### config.mk
export PLATFORM = sky130hd
export DESIGN_NAME = fpdivr8_normround
export DESIGN_NICKNAME = d
export VERILOG_FILES = /design/src/rtl/fp_pkg.sv /design/src/rtl/fpdiv_rnd.sv /design/src/rtl/fpdivr8_normround.sv
export SDC_FILE = /design/constraint.sdc
export NUM_CORES = 1
export LEC_CHECK = 0
export CAP_MARGIN = 10
export CORE_ASPECT_RATIO = 0.6
export CORE_UTILIZATION = 50
export CTS_CLUSTER_SIZE = 10
export DETAILED_ROUTE_END_ITERATION = 8
export PLACE_DENSITY = 0.76
export SETUP_SLACK_MARGIN = 0.05
export SLEW_MARGIN = 30
export SYNTH_ARGS = -nofsm -noshare
export SYNTH_HDL_FRONTEND = slang
export SYNTH_SLANG_ARGS = --single-unit
### constraint.sdc
create_clock -name clk -period 8.5 [get_ports clk]
set_input_delay 1.7 -clock clk [delete_from_list [all_inputs] [get_ports clk]]
set_output_delay 1.7 -clock clk [all_outputs]
set_load 0.01 [all_outputs]
### src/rtl/fp_pkg.sv
// Shared FP definitions: format defaults, rounding-mode encodings and the
// normalise/round FSM state type.
package fp_pkg;

    localparam int unsigned FPWID_DEF = 32;
    localparam int unsigned EMSB_DEF  = 7;
    localparam int unsigned FMSB_DEF  = 22;

    localparam logic [2:0] RM_RNE = 3'd0;
    localparam logic [2:0] RM_RTZ = 3'd1;
    localparam logic [2:0] RM_RDN = 3'd2;
    localparam logic [2:0] RM_RUP = 3'd3;
    localparam logic [2:0] RM_RMM = 3'd4;

    typedef enum logic [1:0] {
        StIdle,
        StNorm,
        StDenorm,
        StRound
    } state_e;

    // On exponent overflow: true when the mode rounds away to infinity,
    // false when it saturates at the largest finite value.
    function automatic logic ovf_to_inf(input logic [2:0] rm, input logic sign);
        return (rm == RM_RNE) || (rm == RM_RMM) ||
               ((rm == RM_RUP) && !sign) || ((rm == RM_RDN) && sign);
    endfunction

endpackage

### src/rtl/fpdiv_rnd.sv
// Combinational mantissa rounder: applies the rounding-mode increment from
// guard/sticky and reports carry-out and inexact.
module fpdiv_rnd
    import fp_pkg::*;
#(
    parameter int unsigned MW = FMSB_DEF + 2
) (
    input  logic [MW-1:0] man_i,
    input  logic          g_i,
    input  logic          s_i,
    input  logic          sign_i,
    input  logic [2:0]    rm_i,
    output logic [MW-1:0] man_o,
    output logic          carry_o,
    output logic          inexact_o
);

    logic        inc;
    logic [MW:0] sum;

    always_comb begin
        inc = 1'b0;
        case (rm_i)
            RM_RNE:  inc = g_i & (s_i | man_i[0]);
            RM_RTZ:  inc = 1'b0;
            RM_RDN:  inc = sign_i & (g_i | s_i);
            RM_RUP:  inc = ~sign_i & (g_i | s_i);
            RM_RMM:  inc = g_i;
            default: inc = 1'b0;
        endcase
        sum       = {1'b0, man_i} + {{MW{1'b0}}, inc};
        carry_o   = sum[MW];
        // All-ones plus one wraps to zero; the value is 1.0 at the next exponent.
        man_o     = carry_o ? {1'b1, {(MW - 1){1'b0}}} : sum[MW-1:0];
        inexact_o = g_i | s_i;
    end

endmodule

### src/rtl/fpdivr8_normround.sv
// Normalise/round stage after the radix-8 divider: normalises the quotient,
// right-shifts denormals one bit per cycle, rounds and packs the result.
module fpdivr8_normround
    import fp_pkg::*;
#(
    parameter int unsigned FPWID = FPWID_DEF,
    parameter int unsigned EMSB  = EMSB_DEF,
    parameter int unsigned FMSB  = FMSB_DEF,
    localparam int unsigned QW   = FMSB + 5
) (
    input  logic                    clk,
    input  logic                    rst,
    input  logic                    ld_i,
    input  logic                    sign_i,
    input  logic signed [EMSB+2:0]  exp_i,
    input  logic [2:0]              rm_i,
    input  logic [QW-1:0]           q_i,
    input  logic [QW-1:0]           r_i,
    output logic [FPWID-1:0]        o_o,
    output logic                    inexact_o,
    output logic                    overflow_o,
    output logic                    underflow_o,
    output logic                    busy_o,
    output logic                    done_o
);

    localparam int unsigned EW   = EMSB + 3;
    localparam int unsigned MW   = FMSB + 2;
    localparam int unsigned DCAP = FMSB + 3;
    localparam int unsigned DCW  = $clog2(DCAP + 1);
    localparam logic signed [EW-1:0] EXP_ONE = EW'(1);
    localparam logic signed [EW-1:0] EXP_MAX = EW'((1 << (EMSB + 1)) - 1);

    state_e                 state_q;
    logic                   sign_q;
    logic [2:0]             rm_q;
    logic signed [EW-1:0]   exp_q;
    logic [QW-1:0]          mant_q;
    logic                   sticky_q;
    logic                   zero_q;
    logic                   denorm_q;
    logic [DCW-1:0]         dcnt_q;
    logic                   rstage_q;
    logic [MW-1:0]          rman_q;
    logic signed [EW-1:0]   rexp_q;
    logic                   rinx_q;
    logic [FPWID-1:0]       o_q;
    logic                   inexact_q;
    logic                   overflow_q;
    logic                   underflow_q;
    logic                   done_q;

    logic                   norm_shift;
    logic [QW-1:0]          norm_mant;
    logic signed [EW-1:0]   norm_exp;
    logic                   norm_tiny;

    assign norm_shift = ~mant_q[QW-1];
    assign norm_mant  = norm_shift ? {mant_q[QW-2:0], 1'b0} : mant_q;
    assign norm_exp   = exp_q - {{(EW - 1){1'b0}}, norm_shift};
    assign norm_tiny  = norm_exp[EW-1] || (norm_exp == '0);

    logic [MW-1:0] rnd_man;
    logic          rnd_carry;
    logic          rnd_inexact;
    logic          rnd_s;

    assign rnd_s = (|mant_q[1:0]) | sticky_q;

    fpdiv_rnd #(
        .MW (MW)
    ) u_rnd (
        .man_i     (mant_q[QW-1:3]),
        .g_i       (mant_q[2]),
        .s_i       (rnd_s),
        .sign_i    (sign_q),
        .rm_i      (rm_q),
        .man_o     (rnd_man),
        .carry_o   (rnd_carry),
        .inexact_o (rnd_inexact)
    );

    // Packing of the registered rounding result (second ROUND cycle).
    logic [EMSB:0]    efield;
    logic             ovf_hit;
    logic [FPWID-1:0] res_o;
    logic             res_inx;
    logic             res_ovf;
    logic             res_unf;

    always_comb begin
        // Integer bit clear means the value is still subnormal: field 0.
        efield  = rman_q[MW-1] ? rexp_q[EMSB:0] : '0;
        ovf_hit = !zero_q && (rexp_q >= EXP_MAX);
        res_o   = {sign_q, efield, rman_q[FMSB:0]};
        res_inx = rinx_q;
        res_ovf = 1'b0;
        res_unf = (denorm_q || (efield == '0)) && rinx_q;
        if (zero_q) begin
            res_o   = {sign_q, {(FPWID - 1){1'b0}}};
            res_inx = 1'b0;
            res_unf = 1'b0;
        end else if (ovf_hit) begin
            res_ovf = 1'b1;
            res_inx = 1'b1;
            res_unf = 1'b0;
            res_o   = ovf_to_inf(rm_q, sign_q) ?
                      {sign_q, {(EMSB + 1){1'b1}}, {(FMSB + 1){1'b0}}} :
                      {sign_q, {EMSB{1'b1}}, 1'b0, {(FMSB + 1){1'b1}}};
        end
    end

    always_ff @(posedge clk) begin
        if (rst) begin
            state_q     <= StIdle;
            sign_q      <= 1'b0;
            rm_q        <= RM_RNE;
            exp_q       <= '0;
            mant_q      <= '0;
            sticky_q    <= 1'b0;
            zero_q      <= 1'b0;
            denorm_q    <= 1'b0;
            dcnt_q      <= '0;
            rstage_q    <= 1'b0;
            rman_q      <= '0;
            rexp_q      <= '0;
            rinx_q      <= 1'b0;
            o_q         <= '0;
            inexact_q   <= 1'b0;
            overflow_q  <= 1'b0;
            underflow_q <= 1'b0;
            done_q      <= 1'b0;
        end else begin
            done_q <= 1'b0;
            unique case (state_q)
                StIdle: begin
                    // The done cycle still counts as busy, so ld there is dropped.
                    if (ld_i && !done_q) begin
                        sign_q   <= sign_i;
                        exp_q    <= exp_i;
                        rm_q     <= rm_i;
                        mant_q   <= q_i;
                        sticky_q <= |r_i;
                        zero_q   <= 1'b0;
                        denorm_q <= 1'b0;
                        dcnt_q   <= '0;
                        rstage_q <= 1'b0;
                        state_q  <= StNorm;
                    end
                end
                StNorm: begin
                    if (mant_q == '0) begin
                        zero_q  <= 1'b1;
                        state_q <= StRound;
                    end else begin
                        mant_q <= norm_mant;
                        exp_q  <= norm_exp;
                        if (norm_tiny) begin
                            denorm_q <= 1'b1;
                            state_q  <= StDenorm;
                        end else begin
                            state_q <= StRound;
                        end
                    end
                end
                StDenorm: begin
                    dcnt_q <= dcnt_q + 1'b1;
                    exp_q  <= exp_q + EXP_ONE;
                    if (exp_q == '0) begin
                        mant_q   <= {1'b0, mant_q[QW-1:1]};
                        sticky_q <= sticky_q | mant_q[0];
                        state_q  <= StRound;
                    end else if (dcnt_q == DCW'(DCAP - 1)) begin
                        // Every significant bit is below guard by now.
                        mant_q   <= '0;
                        sticky_q <= sticky_q | (|mant_q);
                        exp_q    <= EXP_ONE;
                        state_q  <= StRound;
                    end else begin
                        mant_q   <= {1'b0, mant_q[QW-1:1]};
                        sticky_q <= sticky_q | mant_q[0];
                    end
                end
                StRound: begin
                    if (!rstage_q) begin
                        rstage_q <= 1'b1;
                        rman_q   <= rnd_man;
                        rexp_q   <= exp_q + {{(EW - 1){1'b0}}, rnd_carry};
                        rinx_q   <= rnd_inexact;
                    end else begin
                        rstage_q    <= 1'b0;
                        o_q         <= res_o;
                        inexact_q   <= res_inx;
                        overflow_q  <= res_ovf;
                        underflow_q <= res_unf;
                        done_q      <= 1'b1;
                        state_q     <= StIdle;
                    end
                end
                default: state_q <= StIdle;
            endcase
        end
    end

    assign o_o         = o_q;
    assign inexact_o   = inexact_q;
    assign overflow_o  = overflow_q;
    assign underflow_o = underflow_q;
    assign done_o      = done_q;
    assign busy_o      = (state_q != StIdle) || done_q;

endmodule

==> metrics.md, run 1 <==
| Metric | Value |
|---|---|
| Outcome | `finished clean` |
| Util after Layout | `0.635` |
| Starting Density | `0.512` |
| Mean routed wirelength per cell | `between 15 and 20 microns` |
| Drt total wl | `between 15000 and 20000 microns` |
| First-pass GRT wire length | `between 30000 and 40000 microns` |
| Cell Rows | `32` |
| Reg2reg path depth | `16` |
| Congestion Overflow GR | `0` |
| Core Footprint | `around 13000 sq um` |
| Class of the worst hold path | `reg2reg` |
| Startpoint Class | `register` |
| Area contributors post-synth | `dfxtp_1, a21oi_1, nand2_1, nor2_1, o21ai_0` |
| RSZ-0062 raised after global routing | `false` |
| Die Area | `~14000 sq um` |
| Skew final | `around 0.0081 ns` |
| DRC viols | `0` |
| PwrDens | `322 nW/um^2` |
| Post-CTS setup buffers | `0` |
| Pin count of the biggest net entering global routing | `89` |
| GRT Total Usage | `0.285` |
| R2r endpoint | `rexp_q[9]$_SDFFE_PP0P_` |
| Register area | `around 2500 sq um` |
| Setup Viol. Count Final | `0` |
| Period utilization | `0.473` |
| Mapped Cells | `815` |
| Gpl congestion | `a little under 0.9` |
| Max Freq | `about 250 MHz` |
| CP max FO | `7` |
| Worst R2R Start | `mant_q[0]$_SDFFE_PP0P_` |
| Synth Register Bits | `~120` |
| Crit. Startpoint | `mant_q[0]$_SDFFE_PP0P_` |
| Net Count, Synth | `between 900 and 1k` |
| Vias per Instance | `roughly 6.0` |
| Finished layout cell area | `8140 sq um` |
| Slew @ Worst Pin | `between 0.9 and 1 ns` |
| Largest area contributor in the netlist | `dfxtp_1` |
| Clk_lat worst skew | `about 0.42 ns` |
| Layout cells sized above 1 | `0.0797` |
| Library cells used by synthesis | `~70` |
| Remaining antenna violation count | `0` |
| Placed Cells incl. Taps | `approximately 1.0k` |
| Antenna Cells | `0` |
| Synth top area share | `0.375` |
| P_leak | `about 2.8 nW` |
| Pre-CTS WS | `4.58 ns` |
| Die height | `about 91 microns` |
| Critical path endpoint | `rexp_q[9]$_SDFFE_PP0P_` |
| Area of the multi-input gates | `between 3000 and 4000 sq um` |
| R2R Setup Slk | `4.48 ns` |
| Chip Width | `about 150 microns` |
| Cell with the most instances after synthesis | `dfxtp_1` |
| Critical Path End Type | `register` |
| Minimum clock period | `4.02 ns` |
| H-tree depth | `4` |
| DR vias | `between 6k and 7k` |
| Data arrival time of the worst path | `4.33 ns` |
| Clk pin slew, worst setup/hold paths | `0.06 ns` |
| Avg Cell Area, Syn | `8.06 sq um` |
| Main synth FF type | `dfxtp_1` |
| Initial antenna violation count | `0` |
| Post-route insts no fill | `approximately 1.1k` |
| Placed cell area | `between 7000 and 8000 sq um` |
| Hold-fix buffers, CTS | `0` |
| Clk sinks | `~120` |
| Max clock buf depth | `2` |
| CTS buffer count | `17` |
| Post-synthesis sequential area ratio | `0.375` |
| Hold Fails Final Rpt | `0` |
| Post-route setup TNS | `0 ns` |
| Top post-synthesis cells by count | `dfxtp_1, nand2_1, nor2_1` |
| # nets final | `roughly 970` |
| Kind of critical path | `reg2reg` |
| Iteration count of the initial detailed-routing pass | `6` |
| TritonCTS clock tree | `yes` |
| Cell area after synthesis | `around 6600 sq um` |
| Ys Warns | `0` |
| IO Count | `around 110` |
| Hold Path Origin | `o_o[12]$_SDFFE_PP0P_` |
| Port bufs | `between 100 and 150` |
| Number of flops mapped to enable cells by yosys | `0` |
| Fin. max-slew vios | `0` |
| Vias in the first global route | `~5.8k` |
| Worst endpoint required time | `8.81 ns` |
| Fill count | `1067` |
| Relative slew slack | `0.390` |
| Post-cts gate resize count | `0` |
| DP HPWL | `13200 microns` |
| Initial DRC count | `about 670` |
| CTS root buffer | `clkbuf_16` |
| Max_cap viols | `0` |
| Ys async rst share | `0` |
| Final setup margin | `approximately 4.5 ns` |
| Layout area overhead | `24.0%` |
| Worst vdd ir | `about 0.23 mV` |
sequential cells by signal (all words and copies together), names as in the netlist, 2 cells and up:
signal,cells
state_q,2
rman_q,24
dcnt_q,5
rexp_q,10
rm_q,3
mant_q,27
o_o,32
exp_q,10
worst min path at each step:
stage	end	slack (ns)	cells past startpoint
finish	o_o[12]$_SDFFE_PP0P_	0.45	2
global route	o_o[8]$_SDFFE_PP0P_	0.46	2
CTS	o_o[12]$_SDFFE_PP0P_	0.45	2
detailed placement	rman_q[3]$_SDFFE_PP0P_	0.45	2
global placement	o_o[20]$_SDFFE_PP0P_	0.44	2
floorplan	rman_q[17]$_SDFFE_PP0P_	0.42	2
cell type report:
cell class,instances,area share
multi-input cells,604,0.453
well taps,170,0.0261
flip-flops and latches,123,0.302
clock buffers,18,0.0539
clock inverters,14,0.0195
inverters,21,0.00968
repair buffers,111,0.135
per-layer routing:
metal | track usage | part of all wire | routed length [microns]
met1 | 0.450 | 0.50 | 9460
met2 | 0.378 | 0.40 | 7560
met3 | 0.0556 | 0.081 | 1530
met4 | 0.0791 | 0.010 | 189
met5 | 0 | 0 | 0
kinds of logic (layout without fill, tap and decap cells):
| group | count (synthesis) | count (layout) | share of synthesized area |
|---|---|---|---|
| AO/OA/AOI/OAI | 236 | 236 | 0.236 |
| multiplexers | 7 | 7 | 0.0111 |
| flip-flops | 123 | 123 | 0.375 |
| buffers and inverters | 88 | 164 | 0.0638 |
| adder cells (fa/ha/maj) | 17 | 17 | 0.0320 |
| XOR/XNOR | 30 | 30 | 0.0400 |
| AND/OR/NAND/NOR | 314 | 314 | 0.242 |
per-stage QoR:
| step | power [mW] | hold WS (ns) |
|---|---|---|
| after floorplan | 1.63 | 0.420 |
| after global placement | 1.81 | 0.439 |
| after detailed placement | 1.86 | 0.446 |
| after CTS | 2.60 | 0.454 |
| after global routing | 2.78 | 0.464 |
| final | 2.62 | 0.452 |
cell usage in the layout (no fill, tap or decap), drive strengths merged, types with 3 or more instances in the layout:
cell,n
a211oi,17
a21oi,79
a221oi,27
a22oi,7
a311oi,7
a31oi,5
and2,3
and3,6
and4,6
buf,5
clkbuf,18
clkdlybuf4s50,106
clkinv,3
dfxtp,123
ha,16
inv,28
mux2i,5
nand2,93
nand2b,5
nand3,13
nand4,13
nor2,90
nor2b,3
nor3,14
nor4,22
o2111ai,3
o211ai,3
o21ai,60
o221ai,4
o31a,3
o31ai,5
or2,3
or3,33
xnor2,12
xor2,18
critical path: stages, from the launching register on:
cell	delay (ns)
dfxtp_1	0.43
nor2_1	0.12
nor4b_1	0.16
nor4b_1	0.25
a21oi_1	0.08
nor2_1	0.10
ha_1	0.21
ha_1	0.24
nand3_4	0.13
nor4_4	0.43
and3_4	0.27
and4_4	0.23
ha_1	0.18
and3_1	0.21
nand3_1	0.16
or3_1	0.40
a311oi_1	0.30
report_power, final:
| part | switching [mW] | internal, mW |
|---|---|---|
| registers | 0.170 | 0.666 |
| clock network | 0.286 | 0.446 |
| logic | 0.641 | 0.411 |
| total | 1.10 | 1.52 |
Note: power is estimated with default switching activity, not from simulation.
==> inputs of run 2 (changes only) <==
--- a/config.mk
+++ b/config.mk
@@ -7,10 +7,10 @@
 export LEC_CHECK = 0
 export CAP_MARGIN = 10
 export CORE_ASPECT_RATIO = 0.6
-export CORE_UTILIZATION = 50
+export CORE_UTILIZATION = 49
 export CTS_CLUSTER_SIZE = 10
 export DETAILED_ROUTE_END_ITERATION = 8
-export PLACE_DENSITY = 0.76
+export PLACE_DENSITY = 0.77
 export SETUP_SLACK_MARGIN = 0.05
 export SLEW_MARGIN = 30
 export SYNTH_ARGS = -nofsm -noshare
==> constraint.sdc (replaced) <==
create_clock -name clk -period 3.52 [get_ports clk]
set_input_delay 0.704 -clock clk [delete_from_list [all_inputs] [get_ports clk]]
set_output_delay 0.704 -clock clk [all_outputs]
set_load 0.01 [all_outputs]
==> run 2 against run 1 <==
Sequential power rose by 140%. Global-route usage is 0.57 points lower. Power is 140% higher. Routed wire length rose by 1.8%. Register-to-register slack worse by 4.3 ns. Largest cell class unchanged.
==> metrics.md, run 2 (synthesized netlist as in run 1, its figures left out) <==
| Metric | Value |
|---|---|
| Outcome | `finished clean` |
| CTS buffer count | `17 (unchanged)` |
| Congestion Overflow GR | `0 (unchanged)` |
| DRC viols | `0 (unchanged)` |
| DR vias | `6470 (+0.94%)` |
| CP max stage cell | `or3_1` |
| Clk_lat worst skew | `0.43 ns (about the same)` |
| Cell Rows | `32 (unchanged)` |
| Crit path buf inv count | `0 (unchanged)` |
| Clk sinks | `123 (unchanged)` |
| Clock share of power | `0.275 (-0.004)` |
| Placed cell area | `7700 sq um (+2.0%)` |
| Area of the multi-input gates | `3780 sq um (+2.3%)` |
| IO Count | `108 (unchanged)` |
| Mean routed wirelength per cell | `17.6 microns (-0.48%)` |
| Fin. max-slew vios | `0 (unchanged)` |
| Vias per Instance | `5.96 (-1.3%)` |
| Commonest non-fill, non-tap cell in the layout | `dfxtp_1` |
| Layout cells sized above 1 | `0.117 (+0.0373)` |
| P_sw | `2.69 mW (+140%)` |
| Setup Viol. Count Final | `0 (unchanged)` |
| Drt total wl | `19100 microns (+1.8%)` |
| Vias in the first global route | `5519 (-4.1%)` |
| Period utilization | `0.958 (+0.485)` |
| Post-route setup TNS | `0 ns (unchanged)` |
| Worst vdd ir | `0.511 mV (+120%)` |
| Commonest cells after routing, fill and taps aside | `dfxtp_1, clkdlybuf4s50_1, nand2_1` |
| CP max stage delay | `0.37 ns (-0.06 ns)` |
| Port bufs | `107 (unchanged)` |
| Relative slew slack | `0.451 (+0.0615)` |
| Die height | `91.7 microns (+0.99%)` |
| Post-route insts no fill | `1085 (+2.3%)` |
| Startpoint Class | `register` |
| Slew @ Worst Pin | `0.814 ns (-0.101 ns)` |
| RSZ-0062 raised after global routing | `false` |
| Core Footprint | `13000 sq um (+1.2%)` |
| Die Area | `13900 sq um (+2.0%)` |
| Max Freq | `297 MHz (+19%)` |
| Antenna Cells | `0 (unchanged)` |
| GRT Total Usage | `0.279 (-0.00567)` |
| Cell Chain, Critical Path | `nor2_1 > nor4b_1 > nor4b_1 > a21oi_1 > nor2_1 > ha_2 > ha_4 > nand3_4 > nor4_4 > and3_4 > and4_4 > ha_4 > ha_4 > nand3_4 > or3_1 > a311oi_1` |
| Iteration count of the initial detailed-routing pass | `5 (-1)` |
| Max_cap viols | `0 (unchanged)` |
| Data arrival time of the worst path | `3.70 ns (-0.63 ns)` |
| DP HPWL | `13300 microns (+0.70%)` |
| Fill count | `1101 (+3.2%)` |
| CTS root buffer | `clkbuf_16` |
| Pin count of the biggest net entering global routing | `53 (-40%)` |
| Hold-fix buffers, CTS | `0 (unchanged)` |
| Max clock buf depth | `2 (unchanged)` |
| Top delay family on crit path | `simple AND/OR/NAND/NOR gates` |
| Placed Cells incl. Taps | `1050 (+2.0%)` |
| Chip Width | `151 microns (+1.0%)` |
| Most frequent cell on the critical path | `ha_4` |
| # nets final | `989 (+2.5%)` |
| Gpl congestion | `0.892 (+0.16%)` |
| Sw frac | `0.418 (about the same)` |
| Skew final | `0.00974 ns (+0.00165 ns)` |
| Comb power frac | `0.415 (+0.013)` |
| TritonCTS clock tree | `yes` |
| P_leak | `2.89 nW (+3.9%)` |
| Register area | `2470 sq um (+0.30%)` |
| H-tree depth | `4 (unchanged)` |
| Minimum clock period | `3.37 ns (-0.648 ns)` |
| Initial DRC count | `624 (-6.4%)` |
| Clk pin slew, worst setup/hold paths | `0.06 ns (about the same)` |
| Kind of critical path | `reg2reg` |
| Reg power frac | `0.310 (-0.009)` |
| Layout area overhead | `28.0%` |
| Finished layout cell area | `8410 sq um (+3.2%)` |
| Starting Density | `0.506 (-0.00633)` |
| Int Power | `3.73 mW (+150%)` |
| First-pass GRT wire length | `30000 microns (-1.6%)` |
| Remaining antenna violation count | `0 (unchanged)` |
| Critical Path End Type | `register` |
| Max FFs per register | `32 (unchanged)` |
| PwrDens | `764 nW/um^2 (+140%)` |
| Hold Fails Final Rpt | `0 (unchanged)` |
| Class of the worst hold path | `reg2reg` |
| Worst endpoint required time | `3.84 ns (-4.97 ns)` |
| CP max FO | `5 (-2)` |
| Initial antenna violation count | `0 (unchanged)` |
## run 2: changes by cell type in the layout (fill, tap and decap cells not counted), moves of 2 or more
cell	before	now
ha_1	16	11
dfxtp_2	0	3
inv_6	7	5
dfxtp_1	123	119
ha_4	0	4
clkinv_2	1	3
buf_4	5	29
nand3_1	12	10
## run 2: final timing paths
| kind | startpoint | endpoint | slack (ns) | cells after the start |
|---|---|---|---|---|
| worst max-delay path | mant_q[0]$_SDFFE_PP0P_ | rexp_q[6]$_SDFFE_PP0P_ | 0.15 | 16 |
| worst max register to register | mant_q[0]$_SDFFE_PP0P_ | rexp_q[6]$_SDFFE_PP0P_ | 0.15 | 16 |
| worst min-delay path | rman_q[19]$_SDFFE_PP0P_ | rman_q[19]$_SDFFE_PP0P_ | 0.45 | 2 |
| worst min register to register | rman_q[19]$_SDFFE_PP0P_ | rman_q[19]$_SDFFE_PP0P_ | 0.45 | 2 |
## run 2: through the flow
stage / hold slack, ns / setup slack [ns] / power (mW) / util
finish: 0.451 / 0.147 / 6.42 / 0.648
global route: 0.468 / 0.0237 / 6.77 / 0.648
CTS: 0.452 / 0.0790 / 6.32 / 0.640
detailed placement: 0.439 / 0.0501 / 4.55 / 0.593
global placement: 0.435 / 0.107 / 4.51 / 0.593
floorplan: 0.420 / 0.0930 / 3.93 / -
## run 2: worst min-delay path: stages, from the launching register on
cell,delay (ns)
dfxtp_1,0.32
nand2_1,0.06
o21ai_2,0.05
## run 2: final cells by class
type	instances	area share
Clock buffer	17	0.0506
Timing Repair Buffer	135	0.152
Tap cell	170	0.0253
Inverter	21	0.00938
Multi-Input combinational cell	604	0.449
Sequential cell	123	0.294
Clock inverter	15	0.0194
## run 2: power groups by stage
stage / Combinational (mW) / Sequential, mW / Clock (mW)
3_3_place_gp: 2.54 / 1.97 / 0
6_report: 2.67 / 1.99 / 1.76
5_1_grt: 2.93 / 2.01 / 1.83
4_1_cts: 2.60 / 1.95 / 1.77
2_1_floorplan: 2.14 / 1.80 / 0
3_5_place_dp: 2.57 / 1.98 / 0
## run 2: metal layers
| metal | GRT usage | share of wire |
|---|---|---|
| met1 | 0.460 | 0.50 |
| met2 | 0.354 | 0.38 |
| met3 | 0.0507 | 0.11 |
| met4 | 0.0758 | 0.012 |
| met5 | 0 | 0 |
## run 2: what timing repair did
action | 4_1_cts | 5_1_grt
pin swaps | 0 | 12
buffers inserted | 0 | 3
gates resized for setup | 3 | 18
endpoints found under the setup margin | 4 | 6
